$ cat config.mk
export PLATFORM = sky130hd
export DESIGN_NAME = pes_rca_pipe
export DESIGN_NICKNAME = d
export VERILOG_FILES = /design/src/rtl/pes_rca_pipe.sv
export SDC_FILE = /design/constraint.sdc
export NUM_CORES = 1
export LEC_CHECK = 0
export CORE_MARGIN = 2
export CORE_UTILIZATION = 52
export CTS_CLUSTER_DIAMETER = 120
export DETAILED_ROUTE_END_ITERATION = 8
export PLACE_DENSITY_LB_ADDON = 0.2
export SETUP_SLACK_MARGIN = 0.05
export SYNTH_ARGS = -nofsm -noshare
export SYNTH_HDL_FRONTEND = slang
export SYNTH_SLANG_ARGS = --single-unit
$ cat constraint.sdc
create_clock -name clk -period 5.4 [get_ports clk]
set_clock_uncertainty 0.1 [all_clocks]
set_input_delay 0.54 -clock clk [delete_from_list [all_inputs] [get_ports clk]]
set_output_delay 0.54 -clock clk [all_outputs]
set_load 0.05 [all_outputs]
$ cat src/rtl/pes_rca_pipe.sv
// Pipelined ripple-carry adder/subtractor: WIDTH bits split into STAGES carry-chained
// segments, one register stage each, with valid/ready handshakes on input and output.
module pes_rca_pipe #(
   parameter int unsigned WIDTH  = 8,
   parameter int unsigned STAGES = 2
) (
   input  logic             clk,
   input  logic             rst,
   input  logic             in_valid,
   output logic             in_ready,
   input  logic [WIDTH-1:0] a,
   input  logic [WIDTH-1:0] b,
   input  logic             cin,
   input  logic             sub,
   output logic             out_valid,
   input  logic             out_ready,
   output logic [WIDTH-1:0] sum,
   output logic             cout,
   output logic             ovf
);

   localparam int unsigned SEG  = WIDTH / STAGES;
   localparam int unsigned LAST = STAGES - 1;

   logic              w_adv;
   logic [WIDTH-1:0]  w_b_eff;
   logic              w_c0;

   // Stage k register holds the bundle after segment k has been added: untouched operand
   // bits ride along for later segments, finished sum bits ride along for deskew.
   logic [STAGES-1:0] r_vld;
   logic [STAGES-1:0] r_c;
   logic [WIDTH-1:0]  r_a [STAGES];
   logic [WIDTH-1:0]  r_b [STAGES];
   logic [WIDTH-1:0]  r_s [STAGES];
   logic              r_ovf;

   logic [WIDTH-1:0]  w_a_src [STAGES];
   logic [WIDTH-1:0]  w_b_src [STAGES];
   logic [WIDTH-1:0]  w_s_src [STAGES];
   logic [WIDTH-1:0]  w_s_nxt [STAGES];
   logic [SEG:0]      w_seg   [STAGES];
   logic [STAGES-1:0] w_c_src;
   logic [STAGES-1:0] w_c_nxt;
   logic [STAGES-1:0] w_v_src;
   logic              w_ovf_nxt;

   assign w_adv    = ~r_vld[LAST] | out_ready;
   assign in_ready = w_adv;
   assign w_b_eff  = sub ? ~b : b;
   assign w_c0     = sub | cin;

   always_comb begin
      w_a_src[0] = a;
      w_b_src[0] = w_b_eff;
      w_s_src[0] = '0;
      w_c_src[0] = w_c0;
      w_v_src[0] = in_valid;
      for (int k = 1; k < STAGES; k++) begin
         w_a_src[k] = r_a[k-1];
         w_b_src[k] = r_b[k-1];
         w_s_src[k] = r_s[k-1];
         w_c_src[k] = r_c[k-1];
         w_v_src[k] = r_vld[k-1];
      end
      for (int k = 0; k < STAGES; k++) begin
         w_seg[k] = {1'b0, w_a_src[k][k*SEG +: SEG]} + {1'b0, w_b_src[k][k*SEG +: SEG]}
                    + {{SEG{1'b0}}, w_c_src[k]};
         w_s_nxt[k] = w_s_src[k];
         w_s_nxt[k][k*SEG +: SEG] = w_seg[k][SEG-1:0];
         w_c_nxt[k] = w_seg[k][SEG];
      end
      // a^b^sum at the MSB recovers the carry into the MSB
      w_ovf_nxt = w_a_src[LAST][WIDTH-1] ^ w_b_src[LAST][WIDTH-1]
                ^ w_s_nxt[LAST][WIDTH-1] ^ w_c_nxt[LAST];
   end

   always_ff @(posedge clk) begin
      if (rst) begin
         r_vld <= '0;
         r_c   <= '0;
         r_ovf <= 1'b0;
         for (int k = 0; k < STAGES; k++) begin
            r_a[k] <= '0;
            r_b[k] <= '0;
            r_s[k] <= '0;
         end
      end else if (w_adv) begin
         r_vld <= w_v_src;
         r_c   <= w_c_nxt;
         r_ovf <= w_ovf_nxt;
         for (int k = 0; k < STAGES; k++) begin
            r_a[k] <= w_a_src[k];
            r_b[k] <= w_b_src[k];
            r_s[k] <= w_s_nxt[k];
         end
      end
   end

   assign out_valid = r_vld[LAST];
   assign sum       = r_s[LAST];
   assign cout      = r_c[LAST];
   assign ovf       = r_ovf;

endmodule

==> results.json <==
{
  "grt_util_all_layers_pct": 15.27,
  "drtIter0Drc": 5,
  "holdBufCountCts": 0,
  "startpoint_type": "input port",
  "hold_path_class": "register to register",
  "globalplace.congestion": 0.6805,
  "synth_cell_types": 24,
  "async_flop_share_pct": 0,
  "drv_cap": 0,
  "diodes": 0,
  "required_ns": 5.52,
  "yosysSeqAreaShare_pct": 52.43,
  "layout_commonest_cell": "clkdlybuf4s50_1",
  "power_density_nw_per_um2": 275.9,
  "placed_cells": 162,
  "multiInputGateArea_um2": 531.8,
  "final_cells": 166,
  "grt_max_degree": 21,
  "dp.final_hpwl_um": 1611,
  "synth_area_leader_cell": "edfxtp_1",
  "post-route-util_pct": 66.92,
  "path_max_fanout": 9,
  "initial_core_util_pct": 54.43,
  "wl_per_cell_um": 12.45,
  "cts_tree": "done",
  "cp.arrival_ns": 2.88,
  "grt_remaining_overflow": 0,
  "fillers": 202,
  "synth_edf_count": 20,
  "run_status": "completed",
  "ir_drop_v": 0.0001861,
  "io_pins": 34,
  "post_cts_resized": 0,
  "clk_latency_ns": 0.32,
  "ys.flop_type": "edfxtp_1",
  "area.sequential_um2": 700.7,
  "portBuffers": 33,
  "place_area_um2": 1615,
  "tightest_slew_ns": 0.9417,
  "fin_setup_tns_ns": 0,
  "finalWirelength_um": 2066,
  "avgViaCountPerCell": 4.916,
  "setup.worst_path.class": "input port to register",
  "cts_setup_buffers": 0,
  "p_leak_nw": 0.6662,
  "first_pass_iters": 4,
  "final_area_um2": 1643,
  "critPathCaptureType": "register",
  "ant_nets": 0,
  "yosysWarnings": 0,
  "synth_seq_cells": 25,
  "route.vias.total": 816,
  "die_x_um": 54.69,
  "synthesis.nets": 143,
  "die_y_um": 54.69,
  "rows": 18,
  "dieArea_um2": 2991,
  "htreeDepth": 1,
  "final_max_slew_viol_count": 0,
  "hold_violations": 0,
  "hold_ws_ns": 0.3762,
  "fin_nets": 169,
  "clockBufferDepth": 2,
  "setup_violations": 0,
  "synthCells": 111,
  "grt_pass1_wl_um": 3118,
  "slew_headroom_pct": 37.22,
  "root_buffer": "clkbuf_4",
  "drc": 0,
  "synth_area_leaders": "edfxtp_1, dfxtp_1, fa_1, ha_1, xor2_1",
  "layout-drive-gt1-share_pct": 7.353,
  "rsz0062_at_grt": "false",
  "grt_pass1_vias": 767,
  "netlist.area_leader.share_pct": 44.94,
  "clock.fmax_ghz": 0.3623,
  "syn2layout_area_growth_pct": 22.94,
  "cts_buffers": 3,
  "cts_sinks": 25,
  "layout_common_cells": "clkdlybuf4s50_1, edfxtp_1, nor2_1, and2_1, xor2_1",
  "core_area_um2": 2455,
  "fin_crit_sh_pct": 51.11,
  "antenna_found_initial": 0,
  "netlist_area_um2": 1336,
  "postSynthAreaPerCell_um2": 12.04,
  "path_clk_slew_ns": 0.14,
  "period_needed_ns": 2.760
}
Yosys cell counts (3+ instances only):
| cell | instances |
|---|---|
| nand2b_1 | 3 |
| dfxtp_1 | 5 |
| xnor2_1 | 5 |
| fa_1 | 4 |
| nor2_1 | 18 |
| edfxtp_1 | 20 |
| xor2_1 | 8 |
| ha_1 | 6 |
| buf_4 | 9 |
| a21o_1 | 3 |
| inv_1 | 3 |
| and2_1 | 11 |
final timing paths:
| kind | start | to | slack (ns) | depth (start not counted) |
|---|---|---|---|---|
| setup / recovery | sub | r_c[0]$_SDFFE_PP0P_ | 2.64 | 7 |
| hold / removal | r_vld[0]$_SDFFE_PP0P_ | r_vld[0]$_SDFFE_PP0P_ | 0.38 | 2 |
| setup reg to reg | r_c[0]$_SDFFE_PP0P_ | ovf$_SDFFE_PP0P_ | 3.46 | 7 |
| hold reg to reg | r_vld[0]$_SDFFE_PP0P_ | r_vld[0]$_SDFFE_PP0P_ | 0.38 | 2 |
kinds of logic (layout without fill, tap and decap cells):
| kind of cell | after synthesis | count (layout) | synth area share [%] |
|---|---|---|---|
| buf+inv | 16 | 41 | 7.770 |
| simple gates | 38 | 38 | 14.42 |
| xor+xnor | 13 | 13 | 8.521 |
| compound gates | 9 | 9 | 5.244 |
| flops | 25 | 25 | 52.44 |
| fa+ha+maj | 10 | 10 | 11.61 |
routing by layer:
layer  wire length (um)  GRT usage (%)  up-vias
met4                 27          10.00        0
met3                 79          1.639        2
met1                856          16.64      384
li1                   -              -      410
met5                  0              0        -
met2               1102          27.58       20
registers in the layout, summed over array words and instances (netlist names):
register / count
r_c: 2
r_s: 12
r_b: 4
r_vld: 2
ovf: 1
r_a: 4
cell type report:
cell class              count  area share (%)
clock inverters             1          0.3046
clock buffers               3           1.371
well taps                  30           2.285
repair buffers             33           20.11
multi-input cells          70           32.37
flip-flops and latches     25           42.65
inverters                   4          0.9139
per-stage QoR:
step	setup WS, ns	total power [W]
6_report	2.640	0.0004533
5_1_grt	2.537	0.0004752
4_1_cts	2.614	0.0004558
3_5_place_dp	2.264	0.0003760
3_3_place_gp	2.299	0.0003705
2_1_floorplan	2.924	0.0003412
critical path: stages:
cell,delay [ns]
clkdlybuf4s50_1,0.64
or2_2,0.41
fa_1,0.41
fa_1,0.42
a21o_1,0.17
a211oi_1,0.22
nor3_1,0.07
power by group:
part	leakage [nW]	switching, W	internal, W
clock	0.0177	0.0000554	0.0000277
combinational	0.375	0.0000737	0.0000575
sequential	0.273	0.00000696	0.000232
total	0.666	0.000136	0.000317
(Power assumes the default switching activity.)
